[src/rtl/pixel_window_feeder_if.sv]
// rtl/pixel_window_feeder_if.sv - pixel input stream and 2x2 window output stream bundle
//
// Purpose: groups both handshaked streams of the window feeder.
// Ports (signals):
//   pix_in/pix_valid/pix_ready           raster-order pixel stream into the feeder
//   win_pixels/win_valid/win_ready/win_last  2x2 window stream out of the feeder
// Modports: master = stream source/sink side (bench or upstream/downstream),
//           slave  = the feeder itself.
interface pixel_window_feeder_if #(
    parameter int PIX_W = 8
);
    logic [PIX_W-1:0]      pix_in;
    logic                  pix_valid;
    logic                  pix_ready;
    logic [3:0][PIX_W-1:0] win_pixels;
    logic                  win_valid;
    logic                  win_ready;
    logic                  win_last;

    modport master (
        output pix_in, pix_valid, win_ready,
        input  pix_ready, win_pixels, win_valid, win_last
    );

    modport slave (
        input  pix_in, pix_valid, win_ready,
        output pix_ready, win_pixels, win_valid, win_last
    );
endinterface

[src/rtl/pixel_window_feeder.sv]
// rtl/pixel_window_feeder.sv - raster pixel stream to overlapping 2x2 window stream
//
// Purpose: buffers one image row and emits every stride-1 2x2 window of an
// IMG_W x IMG_H frame as a packed 4-pixel word.
// Ports:
//   clk    rising-edge clock
//   rst    asynchronous active-high reset
//   start  one-cycle pulse arming capture of one frame (ignored unless idle)
//   bus    pixel in / window out streams (slave modport)
//   busy   high while capturing or draining a frame
//   done   one-cycle pulse after the final window is accepted
module pixel_window_feeder #(
    parameter int IMG_W = 8,
    parameter int IMG_H = 8,
    parameter int PIX_W = 8
) (
    input  logic                        clk,
    input  logic                        rst,
    input  logic                        start,
    pixel_window_feeder_if.slave        bus,
    output logic                        busy,
    output logic                        done
);
    localparam int CW = $clog2(IMG_W);
    localparam int RW = $clog2(IMG_H);
    localparam logic [CW-1:0] COL_LAST = CW'(IMG_W - 1);
    localparam logic [RW-1:0] ROW_LAST = RW'(IMG_H - 1);

    typedef enum logic [1:0] {IDLE, RUN, DRAIN, DONE} state_t;

    state_t                state_q, state_d;
    logic [RW-1:0]         row_q, row_d;
    logic [CW-1:0]         col_q, col_d;
    logic [PIX_W-1:0]      prev_cur_q, prev_cur_d;   // pixel (r, c-1)
    logic [PIX_W-1:0]      prev_up_q, prev_up_d;     // pixel (r-1, c-1)
    logic [3:0][PIX_W-1:0] win_pix_q, win_pix_d;
    logic                  win_valid_q, win_valid_d;
    logic                  win_last_q, win_last_d;
    logic                  pix_ready;
    logic                  accept;

    logic [PIX_W-1:0]      line_q [IMG_W];
    logic [PIX_W-1:0]      up_pix;                   // pixel (r-1, c), read before overwrite

    assign up_pix = line_q[col_q];

    always_comb begin
        state_d     = state_q;
        row_d       = row_q;
        col_d       = col_q;
        prev_cur_d  = prev_cur_q;
        prev_up_d   = prev_up_q;
        win_pix_d   = win_pix_q;
        win_valid_d = win_valid_q;
        win_last_d  = win_last_q;
        pix_ready   = 1'b0;
        accept      = 1'b0;

        // Window taken downstream; a load below in the same cycle overrides this.
        if (win_valid_q && bus.win_ready) begin
            win_valid_d = 1'b0;
            win_last_d  = 1'b0;
        end

        case (state_q)
            IDLE: begin
                if (start) begin
                    state_d = RUN;
                    row_d   = '0;
                    col_d   = '0;
                end
            end
            RUN: begin
                // Single output register: accept only if it is empty or emptying now.
                pix_ready = !win_valid_q || bus.win_ready;
                accept    = pix_ready && bus.pix_valid;
                if (accept) begin
                    prev_cur_d = bus.pix_in;
                    prev_up_d  = up_pix;
                    // Column 0 never emits, so stale prev_* from the prior row is never used.
                    if (row_q != '0 && col_q != '0) begin
                        win_pix_d   = {bus.pix_in, prev_cur_q, up_pix, prev_up_q};
                        win_valid_d = 1'b1;
                        win_last_d  = (row_q == ROW_LAST) && (col_q == COL_LAST);
                    end
                    if (col_q == COL_LAST) begin
                        col_d = '0;
                        if (row_q == ROW_LAST) begin
                            state_d = DRAIN;
                        end else begin
                            row_d = row_q + 1'b1;
                        end
                    end else begin
                        col_d = col_q + 1'b1;
                    end
                end
            end
            DRAIN: begin
                if (win_valid_q && bus.win_ready && win_last_q) begin
                    state_d = DONE;
                end
            end
            DONE: begin
                state_d = IDLE;
            end
            default: begin
                state_d = IDLE;
            end
        endcase
    end

    always_ff @(posedge clk or posedge rst) begin
        if (rst) begin
            state_q     <= IDLE;
            row_q       <= '0;
            col_q       <= '0;
            prev_cur_q  <= '0;
            prev_up_q   <= '0;
            win_pix_q   <= '0;
            win_valid_q <= 1'b0;
            win_last_q  <= 1'b0;
        end else begin
            state_q     <= state_d;
            row_q       <= row_d;
            col_q       <= col_d;
            prev_cur_q  <= prev_cur_d;
            prev_up_q   <= prev_up_d;
            win_pix_q   <= win_pix_d;
            win_valid_q <= win_valid_d;
            win_last_q  <= win_last_d;
        end
    end

    // Line buffer contents are don't-care after reset; row 0 never emits.
    always_ff @(posedge clk) begin
        if (accept) begin
            line_q[col_q] <= bus.pix_in;
        end
    end

    assign bus.pix_ready  = pix_ready;
    assign bus.win_pixels = win_pix_q;
    assign bus.win_valid  = win_valid_q;
    assign bus.win_last   = win_last_q;
    assign busy           = (state_q == RUN) || (state_q == DRAIN);
    assign done           = (state_q == DONE);
endmodule
[src/flat_wrapper.sv]
// flat-port wrapper written by rule: the top's interface ports become plain ports
module pixel_window_feeder_flat 
#(
    parameter int IMG_W = 8,
    parameter int IMG_H = 8,
    parameter int PIX_W = 8
)
  (clk, rst, start, busy, done, bus_pix_in, bus_pix_valid, bus_win_ready, bus_pix_ready, bus_win_pixels, bus_win_valid, bus_win_last);
  pixel_window_feeder_if #(.PIX_W(PIX_W)) bus_i ();
  input  logic clk;
  input  logic rst;
  input  logic start;
  output logic busy;
  output logic done;
  input wire logic [$bits(bus_i.pix_in)-1:0] bus_pix_in;
  input wire logic [$bits(bus_i.pix_valid)-1:0] bus_pix_valid;
  input wire logic [$bits(bus_i.win_ready)-1:0] bus_win_ready;
  output wire logic [$bits(bus_i.pix_ready)-1:0] bus_pix_ready;
  output wire logic [$bits(bus_i.win_pixels)-1:0] bus_win_pixels;
  output wire logic [$bits(bus_i.win_valid)-1:0] bus_win_valid;
  output wire logic [$bits(bus_i.win_last)-1:0] bus_win_last;
  assign bus_i.pix_in = bus_pix_in;
  assign bus_i.pix_valid = bus_pix_valid;
  assign bus_i.win_ready = bus_win_ready;
  assign bus_pix_ready = bus_i.pix_ready;
  assign bus_win_pixels = bus_i.win_pixels;
  assign bus_win_valid = bus_i.win_valid;
  assign bus_win_last = bus_i.win_last;
  pixel_window_feeder #(.IMG_W(IMG_W), .IMG_H(IMG_H), .PIX_W(PIX_W)) u_core (.clk(clk), .rst(rst), .start(start), .bus(bus_i), .busy(busy), .done(done));
endmodule
[config.mk]
export PLATFORM = sky130hd
export DESIGN_NAME = pixel_window_feeder_flat
export DESIGN_NICKNAME = d
export VERILOG_FILES = /design/src/rtl/pixel_window_feeder_if.sv /design/src/rtl/pixel_window_feeder.sv /design/src/flat_wrapper.sv
export SDC_FILE = /design/constraint.sdc
export NUM_CORES = 1
export LEC_CHECK = 0
export ABC_AREA = 1
export BUFFER_PORTS_ARGS = -buffer_cell sky130_fd_sc_hd__clkbuf_2
export CORE_ASPECT_RATIO = 1.25
export CORE_UTILIZATION = 25
export DETAILED_ROUTE_END_ITERATION = 7
export SETUP_SLACK_MARGIN = 0.4
export SLEW_MARGIN = 20
export SYNTH_ARGS = -nofsm -noshare
export SYNTH_HDL_FRONTEND = slang
export SYNTH_SLANG_ARGS = --single-unit
[constraint.sdc]
create_clock -name clk -period 3.75 [get_ports clk]
set_input_delay 0.375 -clock clk [delete_from_list [all_inputs] [get_ports clk]]
set_output_delay 0.375 -clock clk [all_outputs]
set_load 0.02 [all_outputs]
==> metrics.md, run 1 <==
| Metric | Value |
|---|---|
| Crit share post-route | `67.7%` |
| Power per standard cell area | `747 nW/um^2` |
| 1st-iter DRT viols | `212` |
| GPL Wtd Cong | `0.789` |
| # H-tree levels | `4` |
| Post-CTS setup repair buffer count | `0` |
| Core ar. | `20700 um^2` |
| Share of cells above drive strength 1 | `15.7%` |
| CP max FO | `13` |
| Fill cell count | `2130` |
| Synth Cell Area | `5270 um^2` |
| Die H | `164 um` |
| Measured slew at the worst slew-check pin | `925 ps` |
| Insertion delay to the later sink of the worst-skew pair | `410 ps` |
| Worst Path Required | `3780 ps` |
| RSZ-0062 raised after global routing | `false` |
| Register Area | `3370 um^2` |
| First-pass GRT wire length | `18600 um` |
| Slowest cell on the critical path | `nor2_1` |
| ANT cells | `0` |
| Pins Over Slew Limit | `0` |
| GRT Residual Overflow | `0` |
| Cell family with most CP delay | `simple AND/OR/NAND/NOR gates` |
| Area of the multi-input gates | `1460 um^2` |
| Syn avg cell area | `9.57 um^2` |
| Max VDD drop | `0.288 mV` |
| Worst path arrival time | `2570 ps` |
| Post-layout nets | `631` |
| Syn Nets | `576` |
| Crit path largest cell delay | `590 ps` |
| Wire per inst | `12.7 um` |
| Fin crit period | `2540 ps` |
| Final TNS setup | `0 ps` |
| Rows | `59` |
| Finished Layout Cells | `893` |
| Sequential fraction of the synthesis area | `64.0%` |
| Hold Crit Class | `in2async` |
| Routed Wire Length | `11300 um` |
| Initial Util | `25.4%` |
| Critical Path Sink Type | `register` |
| Static Leakage | `0.00316 uW` |
| Worst Clk Skew | `8.77 ps` |
| Worst setup path start | `u_core.state_q[1]` |
| DP Cell Count | `861` |
| Antenna-violating nets left | `0` |
| Syn-to-layout area delta | `21.9%` |
| Relative slew slack | `38.3%` |
| FF+latch count, synth | `122` |
| Status | `finished clean` |
| Setup WS post-layout | `1210 ps` |
| Count of cell types in the netlist | `20` |
| Critical Path, Cell by Cell | `inv_1 -> ha_1 -> inv_1 -> nor2_4 -> nand2_1 -> nor2_1` |
| Final Setup Violations | `0` |
| # DRC | `0` |
| Initial antenna violation count | `0` |
| YS warnings | `0` |
| Top Ports | `50` |
| Vias in the first global route | `3500` |
| Die Footprint | `21700 um^2` |
| TritonCTS buffer count | `17` |
| Syn Inst Count | `551` |
| Clock Path Buffers | `2` |
| Worst r2r src | `u_core.state_q[1]` |
| WS Path Type | `reg2reg` |
| Sink Count | `122` |
| Port bufs | `49` |
| Root buf cell | `clkbuf_16` |
| Hold Vio Cnt, Final | `0` |
| Post-CTS Hold Fix Bufs | `0` |
| CTS tree | `built` |
| Max-Cap Viols | `0` |
| Cell mode on critical path | `inv_1` |
| Pin count of the biggest net entering global routing | `47` |
| Chip width | `132 um` |
| Gr usage total | `11.2%` |
| HPWL after DPL | `7950 um` |
| Worst slack at placement | `1180 ps` |
| CTS clk-pin slew, worst paths | `60 ps` |
| DRT Pass-1 Iters | `6` |
| Cells resized by post-CTS repair | `0` |
| DR vias/cell | `3.98` |
| Fin util | `31.0%` |
| Vias | `3550` |
| WP buf/inv | `2` |
| F_max | `394 MHz` |
| Setup crit start kind | `register` |
## where the power goes
part,switching (uW),leakage (uW),internal [uW],total (uW)
clock network,595,0.000305,1100,1700
logic,868,0.00152,384,1250
registers,158,0.00134,1700,1850
## logic make-up (layout without fill, tap and decap cells)
family	Yosys count	after routing	share of synthesized area [%]
AO/OA/AOI/OAI	40	40	3.80
adder cells (fa/ha/maj)	12	12	2.85
buffers and inverters	108	176	8.42
flip-flops	122	122	64.0
AND/OR/NAND/NOR	269	269	21.0
## cells in the final DEF, fill, tap and decap left out
cell	Yosys	final
nand3_2	1	1
buf_4	2	5
clkinvlp_4	0	2
edfxtp_1	64	64
dfrtp_1	58	58
nor2_1	12	12
nand3_1	36	36
clkbuf_2	0	49
inv_2	2	3
nor3_4	1	1
nand2_4	2	2
o21ai_1	14	14
clkbuf_1	1	1
clkbuf_16	0	20
nor2_2	4	4
ha_1	12	12
bufinv_16	0	2
nor2_4	1	1
o21ai_0	24	24
a21oi_1	2	2
inv_1	88	87
nand2_1	212	212
clkinv_4	0	6
clkinv_2	0	1
## registers in the layout, indices dropped and copies added, names as in the netlist, 2 cells and up
register and cells:
u_core.prev_up_q 8, u_core.prev_cur_q 8, u_core.col_q 3, u_core.line_q 64, u_core.bus.win_pixels 32, u_core.state_q 2
u_core.row_q 3
## worst paths after layout
kind | slack (ps) | endpoint | cells past startpoint
setup / recovery | 1210 | u_core.line_q[5][3] | 6
hold / removal | 160 | u_core.bus.win_pixels[19] | 2
setup reg to reg | 1210 | u_core.line_q[5][3] | 6
hold reg to reg | 470 | u_core.bus.win_pixels[16] | 2
max in group asynchronous | 2820 | u_core.bus.win_pixels[12] | 3
min in group clk | 270 | u_core.bus.win_valid | 4
## stage by stage
step	power (uW)	instance area, um^2	hold WS (ps)
2_1_floorplan	2740	5270	442
3_3_place_gp	3130	5790	455
3_5_place_dp	3150	5790	455
4_1_cts	4860	6430	200
5_1_grt	5110	6430	256
6_report	4800	6430	161
## metal layers
| metal | vias to the layer above | GRT usage (%) | wire length (um) |
|---|---|---|---|
| met5 | - | 0 | 0 |
| li1 | 1828 | - | - |
| met3 | 15 | 2.95 | 496 |
| met4 | 0 | 4.39 | 192 |
| met1 | 1646 | 13.2 | 5020 |
| met2 | 61 | 19.5 | 5620 |
## cells in the mapped netlist
cell type  instances  area, um^2
nand2_4            2        22.5
ha_1              12         150
clkbuf_1           1        3.75
nand3_1           36         180
nand2_1          212         796
inv_2              2        7.51
dfrtp_1           58        1450
inv_1             88         330
nor2_2             4        25.0
buf_6              2        22.5
nor3_4             1        16.3
o21ai_0           24         120
o21ai_1           14        70.1
buf_2             13        65.1
edfxtp_1          64        1920
nor2_1            12        45.0
buf_4              2        15.0
a21oi_1            2        10.0
nor2_4             1        11.3
nand3_2            1        10.0
## layout make-up
type | count | share of cell area, %
inverter | 90 | 5.25
clock buffer | 21 | 7.84
multi-input combinational | 321 | 22.7
sequential | 122 | 52.5
timing repair buffer | 54 | 4.40
clock inverter | 11 | 2.06
tap | 274 | 5.33
## worst register-to-register path, cell delays in order, from the launching register on
cell and delay [ps]:
dfrtp_1 410, inv_1 130, ha_1 360, inv_1 170, nor2_4 320, nand2_1 190, nor2_1 590
(Power assumes the default switching activity.)
==> run 2, diff against run 1 <==
Clock period 3.75 ns to 2.6 ns, I/O delays scaled along.
==> metrics.md, run 2 (synthesis results as in run 1) <==
| Metric | Value |
|---|---|
| Status | `finished clean` |
| GPL Wtd Cong | `0.765` |
| Total power | `6950 uW` |
| Worst r2r path cells | `8` |
| Switching Share | `34.5%` |
| F_max | `503 MHz` |
| Worst path arrival time | `1730 ps` |
| Final Setup Violations | `0` |
| Worst Path Required | `2340 ps` |
| Setup WS post-layout | `611 ps` |
| 1st-iter DRT viols | `354` |
| Clock Power Share | `34.9%` |
| Power per standard cell area | `1070 nW/um^2` |
| Cell internal pwr | `4550 uW` |
| Vias | `3649` |
| CP max FO | `10` |
| Gr usage total | `11.4%` |
| Most common cell after layout, fill and taps aside | `nand2_1` |
| CTS tree | `built` |
| First-pass GRT wire length | `18400 um` |
| ANT cells | `0` |
| Die Footprint | `21700 um^2` |
| Commonest cells after routing, fill and taps aside | `nand2_1, inv_1, edfxtp_1` |
| Clock Path Buffers | `2` |
| Share of cells above drive strength 1 | `17.4%` |
| Fill cell count | `2108` |
| Initial Util | `25.4%` |
| Worst Clk Skew | `6.42 ps` |
| RSZ-0062 raised after global routing | `true` |
| Chip width | `132 um` |
| # H-tree levels | `4` |
| Wire per inst | `13.1 um` |
| Post-CTS setup repair buffer count | `0` |
| WS Path Type | `reg2out` |
| Critical Path Sink Type | `output port` |
| Max reg flops | `64` |
| Initial antenna violation count | `0` |
| Finished Layout Cells | `905` |
| DR vias/cell | `4.03` |
| Measured slew at the worst slew-check pin | `668 ps` |
| DP Cell Count | `872` |
| Root buf cell | `clkbuf_16` |
| Hold Path Cell Cnt | `4` |
| Final TNS setup | `0 ps` |
| GRT Residual Overflow | `0` |
| TritonCTS buffer count | `17` |
| # DRC | `0` |
| Vias in the first global route | `3502` |
| Core ar. | `20700 um^2` |
| Max VDD drop | `0.508 mV` |
| Worst slack at placement | `533 ps` |
| Sink Count | `122` |
| DRT Pass-1 Iters | `5` |
| Setup crit start kind | `register` |
| Fin util | `31.3%` |
| Power share of the combinational group | `26.3%` |
| Rows | `59` |
| Crit share post-route | `76.5%` |
| Hold Crit Class | `in2reg` |
| Pins Over Slew Limit | `0` |
| Top reg by flops | `u_core.line_q` |
| Max-Cap Viols | `0` |
| Top Ports | `50` |
| Port bufs | `49` |
| Fin crit period | `1990 ps` |
| Die H | `164 um` |
| Post-layout nets | `643` |
| Pin count of the biggest net entering global routing | `39` |
| CTS clk-pin slew, worst paths | `60 ps` |
| Sequential share of power | `38.8%` |
| Relative slew slack | `55.4%` |
| Static Leakage | `0.00322 uW` |
| Insertion delay to the later sink of the worst-skew pair | `410 ps` |
| Antenna-violating nets left | `0` |
| HPWL after DPL | `8290 um` |
| Switching pwr | `2400 uW` |
| Hold Vio Cnt, Final | `0` |
| Syn-to-layout area delta | `23.3%` |
| Routed Wire Length | `11900 um` |
run 2: layer usage:
layer | part of all wire (%) | up-vias | wire [um] | global-route usage, %
met5 | 0 | - | 0 | 0
met4 | 1.6 | 0 | 191 | 4.97
met3 | 4.2 | 11 | 495 | 3.07
met2 | 50 | 81 | 5990 | 19.5
met1 | 44 | 1702 | 5190 | 13.5
li1 | - | 1855 | - | -
run 2: critical path, stage by stage, from the launching register on:
cell and delay (ps):
dfrtp_1 410, inv_1 140, ha_2 310, inv_1 120, a21oi_1 150, clkbuf_2 190
run 2: final cells by class:
type / instances / area (um^2) / area share (%)
flip-flops and latches: 122 / 3370 / 51.9
inverters: 90 / 338 / 5.20
clock inverters: 15 / 189 / 2.91
multi-input cells: 321 / 1460 / 22.4
well taps: 274 / 343 / 5.27
clock buffers: 17 / 425 / 6.54
repair buffers: 66 / 375 / 5.77
run 2: power by group through the flow:
stage	registers, uW	logic (uW)	clock network [uW]
floorplan	2920	1040	0
finish	2700	1820	2430
global placement	2720	1820	0
global route	2740	2070	2530
detailed placement	2730	1840	0
CTS	2700	1850	2460
run 2: final timing paths:
check,from,end,slack (ps)
min in group asynchronous,rst,u_core.prev_cur_q[2],500
max in group asynchronous,rst,u_core.prev_up_q[0],1460
worst max register to register,u_core.state_q[1],u_core.prev_cur_q[1],640
worst min register to register,u_core.bus.win_pixels[6],u_core.bus.win_pixels[6],480
worst max-delay path,u_core.state_q[1],bus_pix_ready,610
worst min-delay path,bus_win_ready,u_core.bus.win_valid,160
run 2: what timing repair did:
item / CTS / global route
resized for setup: 0 / 1
hold buffers: 1 / 0
endpoints found under the hold margin: 31 / 0
endpoints found under the setup margin: 0 / 57
run 2: through the flow:
| step | area (um^2) | hold slack [ps] |
|---|---|---|
| 2_1_floorplan | 5270 | 359 |
| 3_3_place_gp | 5880 | 385 |
| 3_5_place_dp | 5880 | 385 |
| 4_1_cts | 6500 | 138 |
| 5_1_grt | 6500 | 170 |
| 6_report | 6500 | 157 |
==> run 3, diff against run 2 <==
Settings changed: ABC_AREA 1 to 0.
Clock period 2.6 ns to 1.9 ns, I/O delays scaled along.
==> metrics.md, run 3 <==
| Metric | Value |
|---|---|
| Status | `complete, but fails checks` |
| Failing checks | `setup timing` |
| Synth Cell Area | `4930 um^2` |
| Worst r2r path cells | `5` |
| Worst slack at placement | `15.1 ps` |
| Sequential fraction of the synthesis area | `68.4%` |
| Fin crit period | `1950 ps` |
| Crit share post-route | `103%` |
| Sink Count | `122` |
| Hold Crit Class | `in2reg` |
| Port bufs | `49` |
| CP max FO | `5` |
| F_max | `512 MHz` |
| Insertion delay to the later sink of the worst-skew pair | `410 ps` |
| YS warnings | `0` |
| Max VDD drop | `0.643 mV` |
| Grt peak-use layer | `met2` |
| Adder-Cell Fraction of Synth Area | `3.04%` |
| Antenna-violating nets left | `0` |
| Pin count of the biggest net entering global routing | `40` |
| Hold Vio Cnt, Final | `0` |
| # H-tree levels | `4` |
| Share of cells above drive strength 1 | `58.4%` |
| Post-layout nets | `449` |
| Measured slew at the worst slew-check pin | `532 ps` |
| Xor/xnor cell area share of the yosys netlist | `0%` |
| Synth Area in Simple Gates | `4.69%` |
| TritonCTS buffer count | `17` |
| Die H | `159 um` |
| Setup crit start kind | `register` |
| Syn avg cell area | `16.7 um^2` |
| Fill cell count | `1803` |
| DRT Pass-1 Iters | `4` |
| Final Cell Area | `7460 um^2` |
| Total power | `14100 uW` |
| Post-synth top flop | `edfxtp_1` |
| Rows | `57` |
| Initial Util | `25.4%` |
| Async S/R FF share, synth | `47.5%` |
| Worst Path Required | `2190 ps` |
| Largest area contributor in the netlist | `edfxtp_1` |
| WS Path Type | `reg2reg` |
| Wire per inst | `16.2 um` |
| Post-synth EDFFs | `64` |
| Top reg by flops | `u_core.line_q` |
| CTS clk-pin slew, worst paths | `60 ps` |
| Gr usage total | `11.5%` |
| Root buf cell | `clkbuf_16` |
| M3 GR Usage | `3.02%` |
| Syn-to-layout area delta | `51.2%` |
| Met2 Use GR | `18.9%` |
| FF+latch count, synth | `122` |
| Slowest cell on the critical path | `dfrtp_2` |
| Pins Over Slew Limit | `0` |
| First-pass GRT wire length | `17300 um` |
| ANT cells | `0` |
| Static Leakage | `0.00306 uW` |
| Mux share of post-synthesis cell area | `18.6%` |
| DR vias/cell | `4.29` |
| Top Ports | `50` |
| Crit path largest cell delay | `460 ps` |
| Critical Path Sink Type | `register` |
| Syn Inst Count | `296` |
| Clock Path Buffers | `2` |
| Vias | `3013` |
| Synth area leaders | `edfxtp_1, dfrtp_1, mux2_2` |
| Hold slack | `98.2 ps` |
| GPL Wtd Cong | `0.761` |
| Vias in the first global route | `3150` |
| Hold Path Cell Cnt | `4` |
| GRT Residual Overflow | `0` |
| Max-Cap Viols | `0` |
| Critical Path, Cell by Cell | `ha_4 -> and3b_4 -> or3_1 -> a211o_1 -> mux2_4` |
| Synth Area in Compound Gates | `2.43%` |
| CTS tree | `built` |
| Setup WS post-layout | `-53.4 ps` |
| Chip width | `128 um` |
| Worst path arrival time | `2240 ps` |
| Power per standard cell area | `1880 nW/um^2` |
| Commonest cells after routing, fill and taps aside | `edfxtp_1, dfrtp_1, clkbuf_2` |
| Relative slew slack | `64.4%` |
| Count of cell types in the netlist | `34` |
| Post-synth top cells | `edfxtp_1, dfrtp_1, mux2_2, inv_1, nand2_1` |
| Final TNS setup | `-446 ps` |
| Top-area cell type share of the netlist area | `38.9%` |
| Core ar. | `19400 um^2` |
| Area after DPL | `5910 um^2` |
| Final Setup Violations | `25` |
| Largest family of logic cells by synthesized area | `multiplexers` |
| GRT met1 Usage | `14.3%` |
| HPWL after DPL | `6720 um` |
| Syn Nets | `321` |
| 1st-iter DRT viols | `164` |
| Initial antenna violation count | `0` |
| Most common cell after layout, fill and taps aside | `edfxtp_1` |
| Most frequent cell after synthesis | `edfxtp_1` |
| Max reg flops | `64` |
| Die Footprint | `20300 um^2` |
| Routed Wire Length | `11400 um` |
| Worst Clk Skew | `8.05 ps` |
| # DRC | `0` |
| RSZ-0062 raised after global routing | `true` |
==> run 3: cell types whose count changed in the layout (fill, tap and decap cells not counted), moves of 16 or more <==
cell     previous run  this run
inv_1              87        13
o21ai_0            24         1
nand3_1            36         1
mux2_4              0        34
mux4_2              0        16
nand2_1           212        12
buf_6               0        30
==> run 3: cell families after synthesis <==
logic type / after synthesis
and+or+nand+nor: 45
AOI/OAI and AO/OA: 19
DFF: 122
adders and majority gates: 12
buffers and inverters: 31
muxes: 67
==> run 3: worst max-delay path: cells and delay by family, from the launching register on <==
family                   cells  cell delay, ps
AND/OR/NAND/NOR              2             560
AO/OA/AOI/OAI                1             320
flip-flops                   1             460
adder cells (fa/ha/maj)      1             200
multiplexers                 1             310
==> run 3: area by class of cell <==
type	count	area (um^2)	area share, %
flip-flops and latches	122	3380	45.3
multi-input cells	143	1890	25.4
repair buffers	121	1130	15.2
clock buffers	20	478	6.41
well taps	265	332	4.44
clock inverters	12	168	2.25
inverters	19	80.1	1.07
==> run 3: layer usage <==
layer  wire length [um]  part of all wire, %  vias to the layer above
li1                   -                    -                     1365
met1               4920                   43                     1563
met2               5900                   52                       64
met3                339                  3.0                       21
met4                246                  2.2                        0
met5                  0                    0                        -
==> run 3: per-stage QoR <==
step	utilization [%]	cells
final	38.5	702
after global routing	38.5	702
after CTS	36.5	686
after detailed placement	30.5	625
after floorplan	-	296
after global placement	30.5	625
==> run 3: power by group <==
group	switching (uW)	total (uW)	leakage, uW	internal [uW]
Clock	1130	3450	0.000316	2330
Combinational	3010	6550	0.00148	3550
Sequential	431	4050	0.00127	3610
==> run 3: worst paths after layout <==
path | from | to | slack, ps
max in group asynchronous | rst | u_core.prev_cur_q[5] | 960
worst min-delay path | bus_win_ready | u_core.bus.win_last | 100
worst max register to register | u_core.state_q[0] | u_core.state_q[1] | -50
worst min register to register | u_core.prev_up_q[4] | u_core.prev_up_q[4] | 480
min in group asynchronous | rst | u_core.bus.win_last | 370
worst max-delay path | u_core.state_q[0] | u_core.state_q[1] | -50
==> run 3: repair_timing <==
| action | in CTS | in global routing |
|---|---|---|
| pin swaps | 13 | 12 |
| endpoints found under the hold margin | 19 | 0 |
| endpoints found under the setup margin | 120 | 124 |
| buffers inserted | 27 | 13 |
| gates cloned | 1 | 3 |
| gates resized for setup | 60 | 59 |
| hold buffers | 1 | 0 |
